$ cat config.mk
export PLATFORM = sky130hd
export DESIGN_NAME = mux_derive
export DESIGN_NICKNAME = d
export VERILOG_FILES = /design/src/rtl/mux_derive_pkg.sv /design/src/rtl/pair_classifier.sv /design/src/rtl/mux_derive.sv
export SDC_FILE = /design/constraint.sdc
export NUM_CORES = 1
export LEC_CHECK = 0
export CAP_MARGIN = 30
export CORE_AREA = 2 2 59 83
export CTS_BUF_LIST = sky130_fd_sc_hd__clkbuf_4 sky130_fd_sc_hd__clkbuf_8 sky130_fd_sc_hd__clkbuf_16
export CTS_CLUSTER_SIZE = 12
export DETAILED_ROUTE_END_ITERATION = 10
export DIE_AREA = 0 0 61 85
export DONT_BUFFER_PORTS = 1
export PLACE_DENSITY = 0.53
export SETUP_SLACK_MARGIN = 0.5
export SLEW_MARGIN = 20
export SYNTH_ARGS = -nofsm -noshare
export SYNTH_HDL_FRONTEND = slang
export SYNTH_HIERARCHICAL = 1
export SYNTH_SLANG_ARGS = --single-unit
$ cat constraint.sdc
create_clock -name i_clk -period 3.52 [get_ports i_clk]
set_input_delay 0.704 -clock i_clk [delete_from_list [all_inputs] [get_ports i_clk]]
set_output_delay 0.704 -clock i_clk [all_outputs]
set_load 0.005 [all_outputs]
$ cat src/rtl/mux_derive_pkg.sv
// Shared types for the mux_derive truth-table sweeper: FSM states and 8:1-mux data-input codes.
package mux_derive_pkg;

    typedef enum logic [2:0] {
        S_IDLE,
        S_APPLY,
        S_SAMPLE,
        S_ENCODE,
        S_DONE
    } state_t;

    typedef logic [1:0] code_t;

    localparam code_t CODE_ZERO  = 2'b00;
    localparam code_t CODE_ONE   = 2'b01;
    localparam code_t CODE_D     = 2'b10;
    localparam code_t CODE_NOT_D = 2'b11;

    localparam int unsigned NUM_PAIRS = 8;

endpackage

$ cat src/rtl/pair_classifier.sv
// Classifies one truth-table pair (d=0, d=1) as the 8:1-mux data input that realises it.
// Purely combinational, no backpressure.
module pair_classifier
    import mux_derive_pkg::*;
(
    input  logic  i_t0,
    input  logic  i_t1,
    output code_t o_code
);

    always_comb begin
        o_code = CODE_ZERO;
        case ({i_t1, i_t0})
            2'b00:   o_code = CODE_ZERO;
            2'b11:   o_code = CODE_ONE;
            2'b10:   o_code = CODE_D;
            default: o_code = CODE_NOT_D;
        endcase
    end

endmodule

$ cat src/rtl/mux_derive.sv
// Sweeps a 4-input function over all 16 inputs, captures its truth table and (with
// MUX_DERIVE_ENCODE_EN) derives the 8:1-mux data codes; done 34 cycles after start (33 without encode).
module mux_derive
    import mux_derive_pkg::*;
(
    input  logic        i_clk,
    input  logic        i_reset,
    input  logic        i_start,
    input  logic        i_y,
    output logic        o_a,
    output logic        o_b,
    output logic        o_c,
    output logic        o_d,
    output logic        o_busy,
    output logic        o_done,
    output logic        o_valid,
    output logic [15:0] o_table,
    output logic [15:0] o_codes
);

`ifdef MUX_DERIVE_ENCODE_EN
    localparam bit ENCODE_EN = 1'b1;
`else
    localparam bit ENCODE_EN = 1'b0;
`endif

    state_t      r_state;
    state_t      w_state_nxt;
    logic [3:0]  r_idx;
    logic [3:0]  w_idx_nxt;
    logic [3:0]  r_abcd;
    logic [3:0]  w_abcd_nxt;
    logic        r_valid;
    logic [15:0] r_table;
    logic [15:0] r_codes;
    logic [15:0] w_codes;

    always_comb begin
        w_state_nxt = r_state;
        w_idx_nxt   = r_idx;
        case (r_state)
            S_IDLE: begin
                if (i_start) begin
                    w_state_nxt = S_APPLY;
                    w_idx_nxt   = 4'd0;
                end
            end
            S_APPLY:  w_state_nxt = S_SAMPLE;
            S_SAMPLE: begin
                if (r_idx == 4'hF) begin
                    w_state_nxt = ENCODE_EN ? S_ENCODE : S_DONE;
                end else begin
                    w_state_nxt = S_APPLY;
                    w_idx_nxt   = r_idx + 4'd1;
                end
            end
            S_ENCODE: w_state_nxt = S_DONE;
            S_DONE:   w_state_nxt = S_IDLE;
            default:  w_state_nxt = S_IDLE;
        endcase
    end

    // Stimulus is registered from the next-state view so a,b,c,d change only on clock edges.
    always_comb begin
        w_abcd_nxt = 4'd0;
        if (w_state_nxt == S_APPLY || w_state_nxt == S_SAMPLE) begin
            w_abcd_nxt = w_idx_nxt;
        end
    end

    always_ff @(posedge i_clk) begin
        if (i_reset) begin
            r_state <= S_IDLE;
            r_idx   <= 4'd0;
            r_abcd  <= 4'd0;
            r_valid <= 1'b0;
            r_table <= 16'd0;
            r_codes <= 16'd0;
        end else begin
            r_state <= w_state_nxt;
            r_idx   <= w_idx_nxt;
            r_abcd  <= w_abcd_nxt;
            if (r_state == S_IDLE && i_start) begin
                r_valid <= 1'b0;
            end
            if (r_state == S_DONE) begin
                r_valid <= 1'b1;
            end
            if (r_state == S_SAMPLE) begin
                r_table[r_idx] <= i_y;
            end
            if (r_state == S_ENCODE) begin
                r_codes <= w_codes;
            end
        end
    end

    for (genvar k = 0; k < NUM_PAIRS; k++) begin : g_pair
        pair_classifier u_pair_classifier (
            .i_t0   (r_table[2*k]),
            .i_t1   (r_table[2*k+1]),
            .o_code (w_codes[2*k +: 2])
        );
    end

    assign {o_a, o_b, o_c, o_d} = r_abcd;
    assign o_busy  = (r_state != S_IDLE);
    assign o_done  = (r_state == S_DONE);
    assign o_valid = r_valid;
    assign o_table = r_table;
    assign o_codes = ENCODE_EN ? r_codes : 16'd0;

endmodule
-- Yosys cells after proc, flatten, opt, wreduce, memory -nomap -nowiden
Cells that the tools add are included.
- add/subtract/negate cells: 1
- multiply operators: 0
- divide/modulo/power cells: 0
- magnitude comparators: 2
- equality and inequality tests: 7
- shift-type cells: 0
- mux-type cells: 11
- bitwise logic cells: 1
- reductions and logical operators: 7
- operators with widths (kind ; count):
    $bwmux W16 ; 1
    $pmux W3 S4 ; 1
    $eq A3 B2 Y1 const B ; 3
    $mux W4 ; 2
    $pmux W4 S2 ; 1
    $eq A3 B1 Y1 const B ; 2
    $mux W3 ; 2
    $lt A4 B5 Y1 const B ; 1
    $add A4 B1 Y4 const B ; 1
    $demux W1 S4 ; 1
    $eq A4 B4 Y1 const B ; 1
    $ge A4 B1 Y1 const B ; 1
    $eq A3 B3 Y1 const B ; 1
    $logic_not A3 Y1 ; 1
    $mux W1 ; 3
    $reduce_bool A3 Y1 ; 1
    $logic_and A1 B1 Y1 ; 2
    $reduce_bool A2 Y1 ; 1
    $reduce_or A2 Y1 ; 1
    $logic_or A1 B1 Y1 ; 1
    $not A1 Y1 ; 1
- register bits: 28
- bits in latches: 0
- RAM bits: 0
- bits in read-only memories: 0
- bits of input ports: 4
- output and inout port bits: 39
- word-level logic and storage cells: 34
- memories: 0

-- Longest topological paths before layout
Gate-level depths: netlist of the first run.
- depth in word-level cells: 7
- gate-level depth with buffers: 5
- depth with buffers taken out: 4

-- Worst setup path after synthesis of the first run
No wires, ideal clock.
- path kind: register to output
- from: reg r_state[0]
- to: out o_busy
- arrival time: 0.852 ns
- required time: 2.816 ns
- path slack: 1.964 ns
- cell stages (with the launch flop): 3
- path buffers: 1
- cells stage by stage: dfxtp_1 > buf_2 > or3_1
- cells in the longest elaborated chain, start to end: 1
- RTL lines (what ; RTL line ; RTL):
    from (decl) ; mux_derive.sv:27 ; state_t r_state;
    from (signal assigned) ; mux_derive.sv:80 ; r_state <= w_state_nxt;
    $reduce_bool A3 Y1 ; mux_derive.sv:107 ; assign o_busy = (r_state != S_IDLE);
    to (decl) ; mux_derive.sv:14 ; output logic o_busy,
No other way between the ends.

-- Worst setup path in the final report of the first run
- from: reg r_state[0]
- to: out o_done
- cells in the longest elaborated chain, start to end: 1
- RTL lines (what ; RTL line ; RTL):
    $eq A3 B3 Y1 ; mux_derive.sv:108 ; assign o_done = (r_state == S_DONE);
    to (decl) ; mux_derive.sv:15 ; output logic o_done,
No other way between the ends.

==> flow_summary.toml, run 1 <==
[clock_tree]
root_buffer = "clkbuf_8"
cts_resized = 0
insertion_delay_ps = 270
htreeDepth = 1
postCtsSetupBuffers = 0
cts.path.max_buffers = 2
clkSinkCount = 28
holdBufCountCts = 0
cts_tree = "built"
path_clk_slew_ps = 100
cts_buffers = 3

[yosys]
postSynthAreaPerCell_um2 = 9.58
synth_cell_type_count = 40
yosysWarnings = 6
synth_area_um2 = 1500
seq_area_frac_synth_pct = 37.5
synth_largest_area_cell = "dfxtp_1"
synth-async-reset-ratio_pct = 0
synth_seq_cells = 28
synth_top_area_share_pct = 37.5
synth_area_leaders = "dfxtp_1 (37%), mux2i_1 (11%), buf_4 (8.0%), nand2b_1 (7.1%), nand3_1 (4.0%)"
ys.flop_type = "dfxtp_1"
synthMostInstantiatedCell = "dfxtp_1"
synth-simple-area-share_pct = 29.6
synth_fa_ha_area_share_pct = 3.35
synth-edff-count = 0
syn_inst = 156
yosys-top-cells-count = "dfxtp_1 (28), nand2b_1 (17), buf_4 (16), mux2i_1 (16), nand3_1 (12)"
synth_compound_area_share_pct = 5.44
synth_top_family_by_area = "simple AND/OR/NAND/NOR gates"
synthXorXnorAreaFrac_pct = 0
synthMuxAreaShare_pct = 10.7

[floorplan]
start_util_pct = 33.5
dieWidth_um = 61
rows = 29
core_um2 = 4460
dieArea_um2 = 5190
die_h_um = 85
ioPinCount = 43

[worst_hold_path]
hold_depth = 1
min_path_type = "in2reg"
hp-start = "i_reset"
hold_path_end = "r_idx[1]"

[sta]
fin_crit_ps = 1940
rsz0062_at_grt = "false"
setup_violations = 0
slew_headroom_pct = 61.9
fmax_mhz = 516
finalSetupTns_ps = 0
tightestPinTransition_ps = 571
worst_clock_skew_ps = 4.44
finalCritPeriodShare_pct = 55.0
final_hold_viol_count = 0
slew_viol_final = 0

[critical_path]
worst-r2r-setup-slack_ps = 1830
critPathKind = "reg2out"
crit_path_start_kind = "flip-flop"
slowest_stage = "dfxtp_1"
path_cells = "nor2_1 > and2_2"
cp_max_fo = 14
cp-end-kind = "output pin"
reg2reg_to = "r_abcd[0]"
cp_num_buf_inv = 0
cpPeakStageDelay_ps = 620
arrival_ps = 1230
regToRegStartpoint = "r_state[1]"
cp_top_family = "flip-flops"
r2r_cells = 3
required_ps = 2820

[routing]
post_drt_via_cell_ratio = 4.69
antenna_left = 0
routedWlPerCell_um = 13.5
vias = 984
drc_errors = 0
dr.pass1.iters = 4
first_iter_violations = 43
routed_wl_mm = 2.83

[global_route]
antenna_found_initial = 0
grt_max_degree = 25
grt_pass1_wl_mm = 4.62
grt_overflow = 0
grt_pass1_vias = 942
track_usage_pct = 11.6

[cells_and_area]
area_growth_pct = -0.000268
fillers = 451
drive_gt1_share_pct = 8.78
utilization_pct = 33.5
final_nets = 157
antennaDiodeCount = 0

[power_and_ir_drop]
irDropWorstVdd_mv = 0.221
leakagePower_nw = 0.604
power_density_nw_per_um2 = 373

[run]
drv_cap = 0

[placed_design]
portBuffers = 0
dpl.hpwl_mm = 2.06
gp_congestion = 0.717

[outcome]
status = "completed"
[state kept, by name, indices dropped and copies added (netlist names)]
register and cells:
o_table 16, r_idx 4, r_abcd 4, o_valid 1
r_state 3
[power breakdown]
| group | total (W) | internal (W) | switching, W |
|---|---|---|---|
| logic | 0.0000344 | 0.0000146 | 0.0000198 |
| registers | 0.000326 | 0.000320 | 0.00000679 |
| clock network | 0.000197 | 0.000100 | 0.0000972 |
| total | 0.000558 | 0.000434 | 0.000124 |
[worst max-delay path by stage]
stage | start | endpoint | slack [ps] | cells past startpoint
global route | r_state[0] | o_done | 1500 | 2
global placement | r_state[1] | r_abcd[0] | 1880 | 3
finish | r_state[0] | o_done | 1580 | 2
detailed placement | r_state[1] | r_abcd[0] | 1850 | 3
CTS | r_state[0] | o_done | 1560 | 2
floorplan | r_state[0] | o_busy | 1960 | 2
[layout by cell type (no fill, tap or decap), types with 3 or more instances in the layout]
cell / synthesis / layout
a21oi_1: 3 / 3
clkbuf_8: 1 / 4
conb_1: 1 / 16
dfxtp_1: 28 / 28
ha_1: 4 / 4
mux2i_1: 16 / 16
nand2_1: 5 / 5
nand2b_1: 17 / 17
nand3_1: 12 / 12
nand4_1: 3 / 3
nor2_1: 5 / 5
nor2b_1: 3 / 3
nor3_1: 3 / 3
nor3b_1: 3 / 3
[per-stage QoR]
step / power (W) / setup WS, ps / hold WS (ps) / instance area [µm²] / cells
global placement: 0.000367 / 1880 / 488 / 1440 / 206
floorplan: 0.000379 / 1960 / 468 / 1550 / 171
detailed placement: 0.000368 / 1850 / 486 / 1440 / 206
CTS: 0.000565 / 1560 / 484 / 1500 / 210
finish: 0.000558 / 1580 / 499 / 1500 / 210
global route: 0.000585 / 1500 / 472 / 1500 / 210
[worst register-to-register path, cell delays in order, from the launching register on]
cell,delay [ps]
dfxtp_1,560
nor3b_4,580
a21oi_1,180
nor4_1,280
[cell type report]
cell class                      count  area (µm²)  area share, %
Clock buffer                        4        55.1           3.68
Multi-Input combinational cell    114         795           53.1
Sequential cell                    28         561           37.5
Inverter                            2        7.51          0.502
Tap cell                           62        77.6           5.19
[kinds of logic (layout without fill, tap and decap cells)]
logic type / count (synthesis) / in the layout
compound gates: 11 / 11
flops: 28 / 28
simple gates: 67 / 67
fa+ha+maj: 4 / 4
buf+inv: 29 / 6
other cells: 1 / 16
mux: 16 / 16
[metal layers]
layer / global-route usage [%] / share of wire (%)
met4: 4.15 / 0.88
met1: 14.0 / 41
met3: 2.90 / 5.8
met2: 19.5 / 52
met5: 0 / 0
(Power assumes the default switching activity.)
==> run 2, diff against run 1 <==
==> constraint.sdc (replaced) <==
create_clock -name i_clk -period 1.8 [get_ports i_clk]
set_input_delay 0.36 -clock i_clk [delete_from_list [all_inputs] [get_ports i_clk]]
set_output_delay 0.36 -clock i_clk [all_outputs]
set_load 0.005 [all_outputs]
==> run 2 against run 1 <==
  * Sequential share of layout area is 4.3 points lower
  * Register-to-register slack worse by 1400 ps
  * Via count is 8.1% higher
  * Clock skew is 2.0 ps lower
  * Setup slack worse by 1200 ps
  * Flip-flop and latch count stayed put
  * Die area stayed put
  * Core utilization is 5.7 points higher
  * Final cell count is 5.7% higher
  * Clock-buffer cell count is 1 lower
  * Combinational power grew to 3.5 times the previous value
  * Highest routed layer unchanged
==> flow_summary.toml, run 2 (synthesis gave the netlist of run 1 again) <==
[critical_path]
path_cells = "or3_4"
crit_path_start_kind = "flip-flop"
cp_max_fo = 6
worst-r2r-setup-slack_ps = 460
slowest_stage = "or3_4"
cp-end-kind = "output pin"
r2r_cells = 4
cp_num_buf_inv = 0
cpPeakStageDelay_ps = 390
critPathKind = "reg2out"
arrival_ps = 1030
regToRegStartpoint = "r_idx[0]"
cp_top_family = "simple AND/OR/NAND/NOR gates"
required_ps = 1440
reg2reg_to = "r_idx[0]"
startpoint = "r_state[0]"

[global_route]
grt_pass1_vias = 1085
grt_max_degree = 25
antenna_found_initial = 0
track_usage_pct = 13.2
grt_overflow = 0
grt_pass1_wl_mm = 5.16

[floorplan]
dieWidth_um = 61
start_util_pct = 33.5
ioPinCount = 43
dieArea_um2 = 5190
core_um2 = 4460
rows = 29
die_h_um = 85

[sta]
tightestPinTransition_ps = 551
slew_viol_final = 0
fin_crit_ps = 1390
worst_clock_skew_ps = 2.44
rsz0062_at_grt = "true"
whs_ps = 148
setup_violations = 0
slew_headroom_pct = 63.2
finalCritPeriodShare_pct = 77.3
finalSetupTns_ps = 0
final_hold_viol_count = 0
fmax_mhz = 719

[clock_tree]
insertion_delay_ps = 270
cts.path.max_buffers = 2
path_clk_slew_ps = 90
htreeDepth = 1
cts_tree = "built"
clkSinkCount = 28
cts_buffers = 3
root_buffer = "clkbuf_8"

[worst_hold_path]
hold_depth = 1
min_path_type = "in2reg"
hp-start = "i_reset"
hold_path_end = "r_state[0]"

[cells_and_area]
layout_commonest_cell = "dfxtp_1"
antennaDiodeCount = 0
final_cell_mix = "dfxtp_1 (21), nand2b_1 (17), mux2i_1 (16), conb_1 (16)"
utilization_pct = 39.2
area_growth_pct = 17.2
final_nets = 170
drive_gt1_share_pct = 31.9
largest_reg_flops = 16

[routing]
routed_wl_mm = 3.29
vias = 1064
antenna_left = 0
first_iter_violations = 28
post_drt_via_cell_ratio = 4.79
dr.pass1.iters = 2
drc_errors = 0
routedWlPerCell_um = 14.8

[power_and_ir_drop]
power_density_nw_per_um2 = 623
leakagePower_nw = 0.692
irDropWorstVdd_mv = 0.305

[placed_design]
dpl.hpwl_mm = 2.05
gp_congestion = 0.707
portBuffers = 0

[outcome]
status = "completed"

[run]
drv_cap = 0
run 2: per-stage QoR:
| stage | worst slack (ps) | std cells | instance area (µm²) | power (W) |
|---|---|---|---|---|
| after floorplan | 500 | 171 | 1580 | 0.000744 |
| after CTS | 407 | 222 | 1700 | 0.00108 |
| after global routing | 387 | 222 | 1750 | 0.00113 |
| final | 409 | 222 | 1750 | 0.00109 |
| after detailed placement | 209 | 207 | 1480 | 0.000724 |
| after global placement | 240 | 207 | 1480 | 0.000723 |
run 2: report_power, final:
part	leakage, nW	internal, W	switching, W	total [W]
registers	0.231	0.000621	0.00000922	0.000630
logic	0.440	0.0000584	0.0000634	0.000122
clock network	0.0216	0.000150	0.000189	0.000340
total	0.692	0.000830	0.000262	0.00109
run 2: layout make-up:
class | instances | area, µm²
fill | 473 | 2710
multi-input combinational | 114 | 927
sequential | 28 | 582
timing repair buffer | 13 | 116
tap | 62 | 77.6
clock buffer | 3 | 41.3
inverter | 2 | 7.51
run 2: worst max path at each step:
stage                      end  cells past startpoint
floorplan             r_idx[3]                      4
global placement     r_abcd[0]                      3
detailed placement   r_abcd[0]                      3
CTS                     o_busy                      1
global route        o_table[6]                      6
finish                  o_busy                      1
run 2: what timing repair did:
item                                    CTS  global route
pin swaps                                 6             2
gates resized for setup                  23            14
hold buffers                              0             0
buffers inserted                         12             0
endpoints found under the setup margin   26            25
run 2: routing by layer:
metal	GRT usage, %	up-vias	part of all wire, %	wire (µm)
met4	5.14	0	1.6	53
met2	22.9	29	53	1750
met5	0	-	0	0
met3	3.51	5	5.4	178
met1	15.0	511	40	1300
li1	-	519	-	-
==> run 3, diff against run 2 <==
==> constraint.sdc (replaced) <==
create_clock -name i_clk -period 1.3 [get_ports i_clk]
set_input_delay 0.26 -clock i_clk [delete_from_list [all_inputs] [get_ports i_clk]]
set_output_delay 0.26 -clock i_clk [all_outputs]
set_load 0.005 [all_outputs]
==> run 3 against run 2 <==
  * The flow now finishes with violations (negative setup slack)
  * First-iteration DRC count decreased by 46%
  * Register-to-register slack worse by 560 ps
  * Non-clock buffer count grew 23
  * Clock skew grew 1.9 ps
  * Die area stayed put
  * Wire length up 13%
  * Global-route usage rose by 1.5 points
  * Final area increased by 21%
  * Clock power grew 45%
  * Critical path depth increased by 4
  * Clock-buffer cell count is 1 higher
  * Final cell count rose by 11%
==> flow_summary.toml, run 3 (synthesis gave the netlist of run 1 again) <==
[placed_design]
portBuffers = 0
dpl.hpwl_mm = 2.63
gp_congestion = 0.825

[cells_and_area]
drive_gt1_share_pct = 61.4
antennaDiodeCount = 0
fillers = 429
final_nets = 193
final_cell_mix = "dfxtp_2 (21), buf_4 (20), nand2b_1 (17)"
utilization_pct = 47.6
largest_reg_flops = 16
layout_commonest_cell = "dfxtp_2"
area_growth_pct = 42.0

[critical_path]
required_ps = 1460
cp-end-kind = "flip-flop"
cp_max_fo = 4
worst-r2r-setup-slack_ps = -100
crit_path_start_kind = "flip-flop"
arrival_ps = 1560
critPathKind = "reg2reg"

[clock_tree]
htreeDepth = 1
clkSinkCount = 28
cts.path.max_buffers = 2
cts_buffers = 3
path_clk_slew_ps = 90
cts_tree = "built"
insertion_delay_ps = 270
root_buffer = "clkbuf_8"

[floorplan]
dieArea_um2 = 5190
die_h_um = 85
dieWidth_um = 61
core_um2 = 4460
ioPinCount = 43
start_util_pct = 33.5
rows = 29

[power_and_ir_drop]
power_frac_clock_pct = 30.7
irDropWorstVdd_mv = 0.407
power_density_nw_per_um2 = 756
power.internal_w = 0.00123
leakagePower_nw = 0.875
sequentialPowerShare_pct = 54.3
p_comb_share_pct = 15.0
p_switching_w = 0.000377
power_switching_share_pct = 23.5
design_power_total_w = 0.00161

[global_route]
grt_max_degree = 25
grt_pass1_wl_mm = 5.75
grt_overflow = 0
grt_pass1_vias = 1226
track_usage_pct = 14.7
antenna_found_initial = 0

[sta]
fmax_mhz = 714
rsz0062_at_grt = "true"
worst_clock_skew_ps = 4.37
setup_ws_ps = -101
fin_crit_ps = 1400
finalCritPeriodShare_pct = 108
final_hold_viol_count = 0
slew_viol_final = 0
setup_violations = 11

[routing]
routedWlPerCell_um = 15.1
vias = 1160
first_iter_violations = 15
drc_errors = 0
antenna_left = 0
routed_wl_mm = 3.73
dr.pass1.iters = 4
post_drt_via_cell_ratio = 4.72

[worst_hold_path]
min_path_type = "in2reg"

[outcome]
status = "finished, violations left"
violations = "negative setup slack"

[run]
drv_cap = 0
==> run 3: cell types whose count changed in the layout (fill, tap and decap cells not counted), moves of 6 or more <==
cell | before | now
nand3_1 | 8 | 2
dfxtp_1 | 21 | 3
nand3_2 | 5 | 11
buf_4 | 8 | 20
buf_6 | 5 | 15
dfxtp_2 | 2 | 21
==> run 3: power by group through the flow <==
stage	registers, W	logic, W	clock network [W]
floorplan	0.000892	0.000159	0
global placement	0.000895	0.000146	0
detailed placement	0.000896	0.000148	0
CTS	0.000869	0.000191	0.000524
global route	0.000873	0.000256	0.000553
finish	0.000871	0.000240	0.000493
==> run 3: timing repair <==
item                       CTS  global route
setup buffers                9             6
resized for setup           44            24
hold buffers                 0             0
setup endpoints to repair   51            51
cloned                       0             0
pin swaps                    9            19
==> run 3: worst max-delay path: stages (launching register included) <==
cell and delay [ps]:
dfxtp_4 360, buf_6 120, or3b_4 410, buf_4 150, nor4_4 160, nor3_1 90
==> run 3: metrics by stage <==
step	std cells	area, µm²	setup slack [ps]	hold WS (ps)	setup TNS, ps
global route	246	2120	-161	19.1	-1370
CTS	240	1960	-80.2	27.8	-385
detailed placement	227	1730	-54.9	335	-116
global placement	227	1730	-33.4	331	-64.2
floorplan	171	1690	37.4	444	0
finish	246	2120	-101	37.2	-402
==> run 3: routing by layer <==
metal | global-route usage [%] | up-vias | share of wire, %
li1 | - | 566 | -
met1 | 15.8 | 551 | 36
met2 | 26.3 | 30 | 56
met3 | 3.35 | 13 | 4.3
met4 | 6.52 | 0 | 3.4
met5 | 0 | - | 0
==> run 3: final timing paths <==
path                     end        from  cells after the start
setup / recovery    r_idx[3]  r_state[2]                      5
hold / removal      r_idx[1]     i_reset                      1
setup reg to reg    r_idx[3]  r_state[2]                      5
hold reg to reg   o_table[0]  o_table[0]                      2
==> run 3: final cells by class <==
class                   count  area, µm²  area share [%]
clock buffers               4       48.8            2.30
inverters                   2       7.51           0.354
multi-input cells         114       1050            49.4
flip-flops and latches     28        602            28.3
well taps                  62       77.6            3.65
repair buffers             36        339            16.0
